[src/rtl/alu_share_arbiter.sv]
// Two-requester arbiter in front of one shared combinational ALU.
// Grants at most one request per cycle and returns the registered result with its requester id.
module alu_share_arbiter #(
    parameter int WIDTH      = 32,
    parameter int CON_W      = 4,
    parameter int FIXED_PRIO = 0
) (
    input  logic             clk,
    input  logic             rst,
    input  logic             req0_valid,
    output logic             req0_ready,
    input  logic [WIDTH-1:0] req0_a,
    input  logic [WIDTH-1:0] req0_b,
    input  logic [CON_W-1:0] req0_con,
    input  logic             req1_valid,
    output logic             req1_ready,
    input  logic [WIDTH-1:0] req1_a,
    input  logic [WIDTH-1:0] req1_b,
    input  logic [CON_W-1:0] req1_con,
    output logic [WIDTH-1:0] alu_a,
    output logic [WIDTH-1:0] alu_b,
    output logic [CON_W-1:0] alu_con,
    input  logic [WIDTH-1:0] alu_out,
    input  logic             alu_zero,
    output logic             rsp_valid,
    input  logic             rsp_ready,
    output logic             rsp_id,
    output logic [WIDTH-1:0] rsp_out,
    output logic             rsp_zero,
    output logic [15:0]      grant_cnt
);

    logic [1:0]       req_valid;
    logic [1:0]       req_ready;
    logic [WIDTH-1:0] req_a   [2];
    logic [WIDTH-1:0] req_b   [2];
    logic [CON_W-1:0] req_con [2];

    logic             rsp_valid_reg;
    logic             rsp_id_reg;
    logic [WIDTH-1:0] rsp_out_reg;
    logic             rsp_zero_reg;
    logic [15:0]      grant_cnt_reg;
    logic             last_grant_reg;

    logic             can_accept;
    logic             grant_vld;
    logic             grant_idx;

    assign req_valid  = {req1_valid, req0_valid};
    assign req_a[0]   = req0_a;
    assign req_a[1]   = req1_a;
    assign req_b[0]   = req0_b;
    assign req_b[1]   = req1_b;
    assign req_con[0] = req0_con;
    assign req_con[1] = req1_con;

    // The output register can take a new result when empty or being drained this cycle.
    assign can_accept = !rsp_valid_reg || rsp_ready;

    always_comb begin
        grant_vld = 1'b0;
        grant_idx = 1'b0;
        if (!rst && can_accept) begin
            if (req_valid[0] && req_valid[1]) begin
                grant_vld = 1'b1;
                grant_idx = (FIXED_PRIO != 0) ? 1'b0 : ~last_grant_reg;
            end else if (req_valid[0]) begin
                grant_vld = 1'b1;
                grant_idx = 1'b0;
            end else if (req_valid[1]) begin
                grant_vld = 1'b1;
                grant_idx = 1'b1;
            end
        end
    end

    genvar gi;
    generate
        for (gi = 0; gi < 2; gi++) begin : g_ready
            assign req_ready[gi] = grant_vld && (grant_idx == 1'(gi));
        end
    endgenerate

    assign req0_ready = req_ready[0];
    assign req1_ready = req_ready[1];

    // Zeros on the ALU inputs when idle keep the shared datapath quiet.
    assign alu_a   = grant_vld ? req_a[grant_idx]   : '0;
    assign alu_b   = grant_vld ? req_b[grant_idx]   : '0;
    assign alu_con = grant_vld ? req_con[grant_idx] : '0;

    always_ff @(posedge clk) begin
        if (rst) begin
            rsp_valid_reg  <= 1'b0;
            rsp_id_reg     <= 1'b0;
            rsp_out_reg    <= '0;
            rsp_zero_reg   <= 1'b0;
            grant_cnt_reg  <= 16'd0;
            last_grant_reg <= 1'b1;
        end else if (grant_vld) begin
            rsp_valid_reg  <= 1'b1;
            rsp_id_reg     <= grant_idx;
            rsp_out_reg    <= alu_out;
            rsp_zero_reg   <= alu_zero;
            grant_cnt_reg  <= grant_cnt_reg + 16'd1;
            last_grant_reg <= grant_idx;
        end else if (rsp_valid_reg && rsp_ready) begin
            rsp_valid_reg  <= 1'b0;
        end
    end

    assign rsp_valid = rsp_valid_reg;
    assign rsp_id    = rsp_id_reg;
    assign rsp_out   = rsp_out_reg;
    assign rsp_zero  = rsp_zero_reg;
    assign grant_cnt = grant_cnt_reg;

endmodule

[config.mk]
export PLATFORM = sky130hd
export DESIGN_NAME = alu_share_arbiter
export DESIGN_NICKNAME = d
export VERILOG_FILES = /design/src/rtl/alu_share_arbiter.sv
export SDC_FILE = /design/constraint.sdc
export NUM_CORES = 1
export LEC_CHECK = 0
export CELL_PAD_IN_SITES_DETAIL_PLACEMENT = 1
export CELL_PAD_IN_SITES_GLOBAL_PLACEMENT = 1
export CORE_UTILIZATION = 20
export CTS_CLUSTER_DIAMETER = 30
export DETAILED_ROUTE_END_ITERATION = 16
export PLACE_DENSITY = 0.95
export SYNTH_ARGS = -nofsm -noshare
export SYNTH_HDL_FRONTEND = slang
export SYNTH_SLANG_ARGS = --single-unit
[constraint.sdc]
create_clock -name clk -period 3 [get_ports clk]
set_input_delay 0.6 -clock clk [delete_from_list [all_inputs] [get_ports clk]]
set_output_delay 0.6 -clock clk [all_outputs]
set_load 0.005 [all_outputs]
After elaboration in Yosys (flattened, before gate mapping). Cells that the tools add are included.

Bits in registers: 52. Output and inout bits: 121. Logic and storage cells: 41.

Add/subtract/negate cells: 1. Order comparisons: 1. Muxes and demuxes: 21. Bitwise operators: 3. Reduce and logical (&&, ||, !) cells: 9.

Operator list (count): 2-to-1 mux 32 bit (8); adder 16 x 1 -> 16 bit, second input constant (1); 2-to-1 mux 4 bit (4); 2-to-1 mux 1 bit (9); logical AND 1 bit (5); greater-or-equal comparator 2 bit, second input constant (1); logical NOT 1 bit (2); NOT 1 bit (2); NOT 1 -> 2 bit (1); nonzero test 2 bit (1); logical OR 1 bit (1).

Longest topological paths before layout. Gate-level depths: netlist of run 1.

Word-level depth: 9. Depth in mapped cells: 7. Depth with buffers taken out: 5.

Least setup slack after synthesis of run 1. No wires, ideal clock.

Path kind: input port to output port. Start: input rsp_ready. End: output alu_a[27]. Data arrival time: 1.633 ns. Required time: 2.400 ns. Path slack: 0.767 ns. Stages: 4. Cell sequence: nor2b_1 -> a2111oi_4 -> clkbuf_1 -> a22o_1.

Cells in the longest elaborated chain, start to end: 8.

Ends and longest elaborated chain: start: declaration (line 26) `input logic rsp_ready,`; logical OR 1 bit * (line 59) `assign can_accept = !rsp_valid_reg || rsp_ready;`; logical AND 1 bit * (line 64) `if (!rst && can_accept) begin`; 2-to-1 mux 1 bit (line 64); NOT 1 -> 2 bit (implied by the code) (line 89) `assign alu_a = grant_vld ? req_a[grant_idx] : '0;`; 2-to-1 mux 32 bit (implied by the code) (3 in series) (line 89); 2-to-1 mux 32 bit * (line 89); end: declaration (line 20) `output logic [WIDTH-1:0] alu_a,`.

Mark *: on every way between the ends. The rest lies on a longest branch, timed or not. The select of a mux whose other input is x is not followed.

Final worst setup path of run 1.
Start: input req0_valid. End: output alu_b[14].

Cells in the longest elaborated chain, start to end: 8.

Ends and longest elaborated chain: start: declaration (line 10) `input logic req0_valid,`; 2-to-1 mux 1 bit or logical AND 1 bit (tied branches) (line 68, 65); 2-to-1 mux 1 bit (line 65) `if (req_valid[0] && req_valid[1]) begin`; 2-to-1 mux 1 bit (line 64); NOT 1 -> 2 bit (implied by the code) (line 90) `assign alu_b = grant_vld ? req_b[grant_idx] : '0;`; 2-to-1 mux 32 bit (implied by the code) (3 in series) (line 90); 2-to-1 mux 32 bit * (line 90); end: declaration (line 21) `output logic [WIDTH-1:0] alu_b,`.

Marks and branches as above.

==> results of run 1 <==
-- repair_timing --
action                                  CTS  global route
pin swaps                                 2             2
endpoints found under the setup margin   68            49
gates cloned                              5             0
buffers inserted                          2             1
resized for setup                        16            23
-- area by class of cell --
| class | count | area share |
|---|---|---|
| well taps | 176 | 0.0337 |
| repair buffers | 330 | 0.534 |
| diodes | 2 | 0.000767 |
| clock inverters | 1 | 0.00134 |
| multi-input cells | 245 | 0.248 |
| clock buffers | 7 | 0.0203 |
| inverters | 4 | 0.00230 |
| flip-flops and latches | 52 | 0.159 |
-- worst register-to-register path, stage by stage (launching register included) --
cell	delay [ps]
dfxtp_1	440
ha_1	190
nor2b_1	240
nand3_1	270
or4_1	560
a21oi_1	180
-- final timing paths --
| kind | start | endpoint | slack (ps) | cells after the start |
|---|---|---|---|---|
| worst max-delay path | req0_valid | alu_b[14] | 70 | 6 |
| worst min-delay path | rsp_out[10] | rsp_out[10] | 460 | 2 |
| worst max register to register | grant_cnt[1] | grant_cnt[12] | 1060 | 5 |
| worst min register to register | rsp_out[10] | rsp_out[10] | 460 | 2 |
-- kinds of logic (layout without fill, tap and decap cells) --
family,count (synthesis),count (layout)
AOI/OAI and AO/OA,119,119
xor gates and xnor gates,7,7
adders and majority gates,1,1
buffers and inverters,34,342
DFF,52,52
muxes,4,4
other,0,2
and+or+nand+nor,114,114
-- stage by stage --
stage | std cells | area [um2] | total power [mW] | setup WS (ps) | util
2_1_floorplan | 331 | 2790 | 0.945 | 767 | -
3_3_place_gp | 799 | 6130 | 1.46 | -249 | 0.457
3_5_place_dp | 799 | 6130 | 1.48 | -260 | 0.457
4_1_cts | 814 | 6470 | 2.09 | 0.584 | 0.483
5_1_grt | 815 | 6520 | 2.15 | -14.6 | 0.487
6_report | 817 | 6530 | 2.06 | 72.8 | 0.487
-- layout by cell type, fill, tap and decap left out, types with 2 or more instances in the layout --
cell / netlist / routed
buf_6: 0 / 4
xnor2_1: 4 / 4
a21oi_1: 8 / 8
and4_1: 2 / 2
nor2_1: 11 / 10
buf_4: 1 / 20
clkdlybuf4s50_1: 0 / 267
nand4_1: 3 / 3
clkbuf_1: 14 / 2
nand2_1: 72 / 72
nor4b_1: 2 / 2
nand3_1: 5 / 5
o211ai_1: 22 / 22
dfxtp_1: 52 / 52
a31o_2: 2 / 2
dlymetal6s2s_1: 0 / 21
inv_1: 3 / 2
clkbuf_16: 0 / 5
or3_1: 5 / 5
mux2i_1: 4 / 4
or4_1: 2 / 2
bufbuf_16: 0 / 5
o31ai_1: 2 / 2
buf_12: 0 / 7
a22o_1: 65 / 65
xor2_1: 3 / 3
dlygate4sd2_1: 0 / 4
o21ai_0: 16 / 15
diode_2: 0 / 2
and3_1: 2 / 2
-- metal layers --
metal | up-vias | track usage
li1 | 1849 | -
met1 | 1911 | 0.256
met2 | 185 | 0.401
met3 | 31 | 0.0798
met4 | 0 | 0.0609
met5 | - | 0
-- power by group --
part	switching (mW)	internal, mW	leakage (nW)	total [mW]
combinational	0.245	0.491	2.37	0.736
clock	0.253	0.312	0.0681	0.565
sequential	0.0281	0.732	0.428	0.760
total	0.526	1.54	2.87	2.06
==> metrics.md, run 1 <==
| Metric | Value |
|---|---|
| Reg clk slew, reported paths | 60 ps |
| Post-Synth Adder-Cell Area | 0.00449 |
| Post-Synth Simple-Gate Area | 0.195 |
| Max reg flops | 32 |
| Top-count cell post-synth | nand2_1 |
| Number of port buffers | roughly 290 |
| Synth Area in Compound Gates | 0.337 |
| Synthesized instance count | 331 |
| FFs w/ async S/R, synth | 0 |
| I/O pin count | 295 |
| Critical-path maximum fanout | 8 |
| Met2 wire length | 8530 um |
| CTS Buf Count | 5 |
| Crit Path Class | primary input to output pin |
| Hold buffers post-CTS | 0 |
| Overall Global Routing Usage | 0.227 |
| VDD IR max | 0.200 mV |
| CP Capture Type | output pin |
| Multi-input gate area | 1620 um2 |
| Gpl congestion | 0.930 |
| Status | finished clean |
| Die H | around 120 um |
| Relative slew slack | 0.700 |
| CTS tree | built |
| Skew final | ~5.7 ps |
| Post-synth EDFFs | 0 |
| WP buf/inv | 4 |
| FILL cells | ~1,500 |
| Setup_tns | 0 ps |
| Starting DRT DRC Count | 221 |
| Post-Syn Area per Cell | between 8 and 9 um2 |
| Synth top area cells | dfxtp_1, a22o_1, nand2_1 |
| Drt via density | 4.87 |
| Post-synth cell types | 37 |
| Final WL | 17,100 um |
| Critical path's top delay family | buffers and inverters |
| Met1 wire length | 6520 um |
| Share of cells above drive strength 1 | 0.0861 |
| ANT nets after route | 0 |
| Crit-path cells | clkdlybuf4s15_2 > a2111oi_4 > buf_6 > bufbuf_16 > a22o_1 > clkdlybuf4s50_1 |
| Largest family of logic cells by synthesized area | compound AO/OA/AOI/OAI gates |
| Met3 WL | roughly 1600 um |
| Via count | 3,976 |
| Pin count of the biggest net entering global routing | 48 |
| DRC | 0 |
| H-tree depth | 2 |
| Gr ovfl total | 0 |
| FF+latch area | 1040 um2 |
| Critical Path Source Type | primary input |
| Period minus WS final | 2930 ps |
| Peak per-stage delay on the critical path | 520 ps |
| Worst Tran Pin Value | 449 ps |
| Area grow syn2layout | 134% |
| Unrepaired setup endpoints after global routing | true |
| Ys Warns | 0 |
| Slowest CP cell | clkdlybuf4s50_1 |
| # nets final | 813 |
| Mapped Nets | between 500 and 600 |
| Vias in the first global route | 4,302 |
| Die width | approximately 120 um |
| Fmax | between 0.3 and 0.4 GHz |
| Top cell type's share of synthesized area | 0.374 |
| DRT Pass-1 Iters | 4 |
| Worst min-delay path class | flip-flop to flip-flop |
| WP data arrival | between 2000 and 2500 ps |
| Cell Area, Synth | 2790 um2 |
| Global-route wire length before repair | 24,600 um |
| Final hold slack | about 460 ps |
| Synth Flop Type | dfxtp_1 |
| #FFs+latches synth | 52 |
| Initial antenna violation count | 0 |
| Die area | about 14,000 um2 |
| Clk_lat worst skew | 290 ps |
| Clock sinks | 52 |
| Post-synth top area cell | dfxtp_1 |
| Mux cell area share after synthesis | 0.0144 |
| Max Buffers Root-to-Sink | 2 |
| Fin crit share | 0.976 |
| Final Hold Vio Count | 0 |
| WL per Instance | 20.9 um |
| Pwr per Cell Area | about 320 nW/um2 |
| Top Metal Used | met4 |
| Root cell of the clock tree | clkbuf_16 |
| Sequential share of the synthesized area | 0.374 |
| Row count | 42 |
| Worst EP required | about 2400 ps |
| Post-detailed-placement half-perimeter wirelength | 13,600 um |
| Most frequent cells after synthesis | nand2_1, a22o_1, dfxtp_1 |
| Core area | 13,400 um2 |
| MaxCap Viol Count | 0 |
| XOR/XNOR Fraction of Synth Area | 0.0220 |
| Leak pwr | 2.87 nW |
| Finish-stage setup viols | 0 |
| Final count of pins violating max slew | 0 |
| Initial Utilization | 0.208 |
Note: power is estimated with default switching activity, not from simulation.
==> run 2: changes to the inputs <==
==> constraint.sdc (replaced) <==
create_clock -name clk -period 3 [get_ports clk]
set_input_delay 0.6 -clock clk [delete_from_list [all_inputs] [get_ports clk]]
set_output_delay 0.6 -clock clk [all_outputs]
set_load 0.01 [all_outputs]
==> metrics.md, run 2 (synthesis gave the netlist of run 1 again) <==
| Metric | Value |
|---|---|
| FF+latch area | ~1000 um2 |
| Max Buffers Root-to-Sink | 2 |
| CTS Buf Count | 5 |
| Hold buffers post-CTS | 0 |
| Post-layout util | 0.466 |
| MaxCap Viol Count | 0 |
| Final WL | 16,500 um |
| Drt via density | 4.77 |
| WP buf/inv | 5 |
| Critical-path maximum fanout | 13 |
| Global-route wire length before repair | 23,800 um |
| Fin crit share | 0.910 |
| Critical Path Source Type | primary input |
| I/O pin count | roughly 300 |
| Relative slew slack | 0.688 |
| Crit Path Class | primary input to output pin |
| Row count | 42 |
| Status | finished clean |
| Fmax | 0.366 GHz |
| Peak per-stage delay on the critical path | 310 ps |
| Reg clk slew, reported paths | 70 ps |
| Worst min-delay path class | flip-flop to flip-flop |
| Die H | 120 um |
| Max reg flops | 32 |
| Gr ovfl total | 0 |
| Number of port buffers | 294 |
| Overall Global Routing Usage | 0.220 |
| Met3 Use GR | 0.0798 |
| Overall power | 2.15 mW |
| Pin count of the biggest net entering global routing | 48 |
| CP Capture Type | output pin |
| Crit path top cell by count | buf_4 |
| M1 GR Usage | 0.250 |
| Starting DRT DRC Count | ~170 |
| VDD IR max | 0.206 mV |
| ANT nets after route | 0 |
| Via count | just under 4,000 |
| Root cell of the clock tree | clkbuf_16 |
| Commonest cells after routing, fill and taps aside | clkdlybuf4s50_1, nand2_1, a22o_1, dfxtp_1, dlygate4sd2_1 |
| DRT Pass-1 Iters | 4 |
| Setup_tns | 0 ps |
| FILL cells | 1,562 |
| Pwr per Cell Area | 344 nW/um2 |
| Vias in the first global route | 4,114 |
| WL per Instance | 20.4 um |
| Clock sinks | 52 |
| Die width | 120 um |
| WP data arrival | around 2100 ps |
| Commonest non-fill, non-tap cell in the layout | clkdlybuf4s50_1 |
| H-tree depth | 2 |
| GR peak layer | met2 |
| Final count of pins violating max slew | 0 |
| Initial antenna violation count | 2 |
| Gpl congestion | 0.959 |
| # nets final | between 800 and 900 |
| Skew final | around 6.1 ps |
| Leak pwr | 2.68 nW |
| DRC | 0 |
| Clk_lat worst skew | 290 ps |
| Worst Tran Pin Value | between 400 and 500 ps |
| Slowest CP cell | a2111oi_4 |
| Finish-stage setup viols | 0 |
| Multi-input gate area | 1610 um2 |
| CTS tree | built |
| M2 GR Usage | 0.390 |
| Crit-path cells | dlygate4sd2_1 > a2111oi_4 > buf_4 > buf_4 > bufbuf_16 > a22o_1 > clkdlybuf4s15_2 |
| Final Hold Vio Count | 0 |
| Die area | 14,400 um2 |
| Core area | about 13,000 um2 |
| Share of cells above drive strength 1 | 0.104 |
| Post-detailed-placement half-perimeter wirelength | 13,500 um |
| Worst EP required | 2400 ps |
| Area grow syn2layout | 124% |
| Period minus WS final | roughly 2700 ps |
| Critical path's top delay family | buffers and inverters |
| Initial Utilization | 0.208 |
| Unrepaired setup endpoints after global routing | false |
## run 2: path summary, 6_finish.rpt
check,start,to,slack [ps],cells after the start
worst max-delay path,rst,alu_b[5],270,7
worst max register to register,grant_cnt[0],grant_cnt[12],1050,5
worst min-delay path,grant_cnt[15],grant_cnt[15],470,1
worst min register to register,grant_cnt[15],grant_cnt[15],470,1
## run 2: timing repair
| action | CTS | global route |
|---|---|---|
| setup buffers | 6 | 1 |
| setup endpoints to repair | 69 | 36 |
| gates cloned | 1 | 0 |
| pin swaps | 0 | 1 |
| gates resized for setup | 125 | 8 |
## run 2: per-layer routing
| metal | up-vias | share of wire |
|---|---|---|
| li1 | 1834 | - |
| met1 | 1831 | 0.38 |
| met2 | 176 | 0.50 |
| met3 | 21 | 0.099 |
| met4 | 4 | 0.017 |
| met5 | - | 0.0017 |
## run 2: layout make-up
| type | instances | area share |
|---|---|---|
| Timing Repair Buffer | 324 | 0.508 |
| Multi-Input combinational cell | 245 | 0.259 |
| Sequential cell | 52 | 0.167 |
| Tap cell | 176 | 0.0353 |
| Clock buffer | 6 | 0.0223 |
| Clock inverter | 2 | 0.00621 |
| Inverter | 4 | 0.00241 |
| Antenna cell | 2 | 0.000802 |
## run 2: power by group
| group | leakage (nW) | switching [mW] | total (mW) | internal, mW |
|---|---|---|---|---|
| registers | 0.428 | 0.0276 | 0.760 | 0.732 |
| logic | 2.17 | 0.274 | 0.704 | 0.430 |
| clock network | 0.0871 | 0.263 | 0.682 | 0.418 |
## run 2: per-stage QoR
step / cell area [um2] / setup WS (ps) / std cells / hold slack (ps)
floorplan: 2790 / 733 / 331 / 478
global placement: 6070 / -216 / 793 / 445
detailed placement: 6070 / -294 / 793 / 465
CTS: 6220 / -85.5 / 808 / 475
global route: 6240 / 195 / 809 / 503
finish: 6240 / 269 / 811 / 466
==> run 3: changes to the inputs <==
--- a/config.mk
+++ b/config.mk
@@ -11,6 +11,7 @@
 export CTS_CLUSTER_DIAMETER = 30
 export DETAILED_ROUTE_END_ITERATION = 16
 export PLACE_DENSITY = 0.95
+export SLEW_MARGIN = 25
 export SYNTH_ARGS = -nofsm -noshare
 export SYNTH_HDL_FRONTEND = slang
 export SYNTH_SLANG_ARGS = --single-unit
==> constraint.sdc (replaced) <==
create_clock -name clk -period 3.4 [get_ports clk]
set_input_delay 0.68 -clock clk [delete_from_list [all_inputs] [get_ports clk]]
set_output_delay 0.68 -clock clk [all_outputs]
set_load 0.01 [all_outputs]
==> metrics.md, run 3 (synthesis gave the netlist of run 1 again) <==
| Metric | Value |
|---|---|
| Number of port buffers | 294 |
| Via count | 3,886 |
| DRT Pass-1 Iters | 4 |
| Clock sinks | 52 |
| Hold buffers post-CTS | 0 |
| Setup WS post-layout | 52.5 ps |
| Gr ovfl total | 0 |
| Period minus WS final | 3350 ps |
| Max reg flops | 32 |
| Worst Tran Pin Value | 531 ps |
| Final count of pins violating max slew | 0 |
| Area grow syn2layout | 127% |
| Initial antenna violation count | 3 |
| CTS tree | built |
| Pin count of the biggest net entering global routing | 48 |
| DRC | 0 |
| Gpl congestion | 0.966 |
| Post-detailed-placement half-perimeter wirelength | around 13,000 um |
| Leak pwr | 3.05 nW |
| Crit Path Class | primary input to output pin |
| Commonest non-fill, non-tap cell in the layout | clkdlybuf4s50_1 |
| Pwr per Cell Area | 288 nW/um2 |
| Die area | 14,400 um2 |
| Max Buffers Root-to-Sink | 2 |
| I/O pin count | 295 |
| Reg clk slew, reported paths | 70 ps |
| Fin crit share | 0.985 |
| FF-to-FF Start | grant_cnt[0] |
| Root cell of the clock tree | clkbuf_16 |
| CTS Buf Count | 5 |
| WL per Instance | between 20 and 25 um |
| Clk_lat worst skew | 290 ps |
| H-tree depth | 2 |
| CP Capture Type | output pin |
| Share of cells above drive strength 1 | 0.0656 |
| Critical-path maximum fanout | 21 |
| Worst slack at placement | -55.9 ps |
| ANT nets after route | 0 |
| Setup crit start | req1_valid |
| Final hold slack | 464 ps |
| Commonest cells after routing, fill and taps aside | clkdlybuf4s50_1, nand2_1, a22o_1, dfxtp_1, dlymetal6s2s_1 |
| Drt via density | roughly 4.8 |
| Die width | 120 um |
| Final Hold Vio Count | 0 |
| Initial Utilization | 0.208 |
| WP data arrival | 2670 ps |
| Worst min-delay path class | flip-flop to flip-flop |
| Worst EP required | 2720 ps |
| Core area | around 13,000 um2 |
| Final WL | between 15,000 and 20,000 um |
| Starting DRT DRC Count | 127 |
| Finish-stage setup viols | 0 |
| Post-layout util | 0.472 |
| Unrepaired setup endpoints after global routing | true |
| Die H | 120 um |
| Relative slew slack | 0.645 |
| Global-route wire length before repair | between 20,000 and 25,000 um |
| Row count | 42 |
| Fmax | 0.299 GHz |
| Overall Global Routing Usage | 0.219 |
| Skew final | 4.65 ps |
| Vias in the first global route | approximately 4,100 |
| MaxCap Viol Count | 0 |
| Critical Path Source Type | primary input |
| # nets final | 799 |
| VDD IR max | 0.179 mV |
| Status | finished clean |
| Hold path start | rsp_out[8] |
run 3: routing by layer:
metal,wire [um],share of wire,global-route usage,vias up
li1,-,-,-,1813
met4,325,0.020,0.0445,6
met2,8160,0.50,0.383,176
met1,6340,0.38,0.246,1858
met3,1620,0.098,0.0908,33
met5,42,0.0025,0,-
run 3: final timing paths:
kind | end | slack, ps | cells after the start
worst min-delay path | rsp_out[8] | 460 | 2
worst max-delay path | alu_a[24] | 50 | 7
worst min register to register | rsp_out[8] | 460 | 2
worst max register to register | grant_cnt[12] | 1490 | 5
run 3: where the power goes:
group | internal [mW] | switching, mW
Combinational | 0.396 | 0.240
Clock | 0.276 | 0.238
Sequential | 0.646 | 0.0241
run 3: final cells by class:
type | instances | area [um2]
flip-flops and latches | 52 | 1040
inverters | 4 | 15.0
diodes | 1 | 2.50
well taps | 176 | 220
fillers | 1524 | 7080
repair buffers | 316 | 3280
clock buffers | 5 | 125
clock inverters | 3 | 22.5
multi-input cells | 245 | 1610
run 3: what timing repair did:
item	CTS	global route
gates cloned	1	0
setup buffers	3	0
resized for setup	14	39
pin swaps	0	1
endpoints found under the setup margin	25	50
run 3: critical path, stage by stage:
cell and delay [ps]:
clkdlybuf4s50_1 480, inv_1 80, a2111oi_4 360, buf_6 200, buf_12 160, a22o_1 160
clkdlybuf4s50_1 540
run 3: per-stage QoR:
stage / TNS [ps] / instance area [um2] / total power [mW] / instances
2_1_floorplan: 0 / 2790 / 0.870 / 331
3_3_place_gp: -5.26 / 6030 / 1.31 / 789
3_5_place_dp: -403 / 6030 / 1.32 / 789
4_1_cts: 0 / 6220 / 1.85 / 801
5_1_grt: -180 / 6320 / 1.90 / 801
6_report: 0 / 6320 / 1.82 / 802
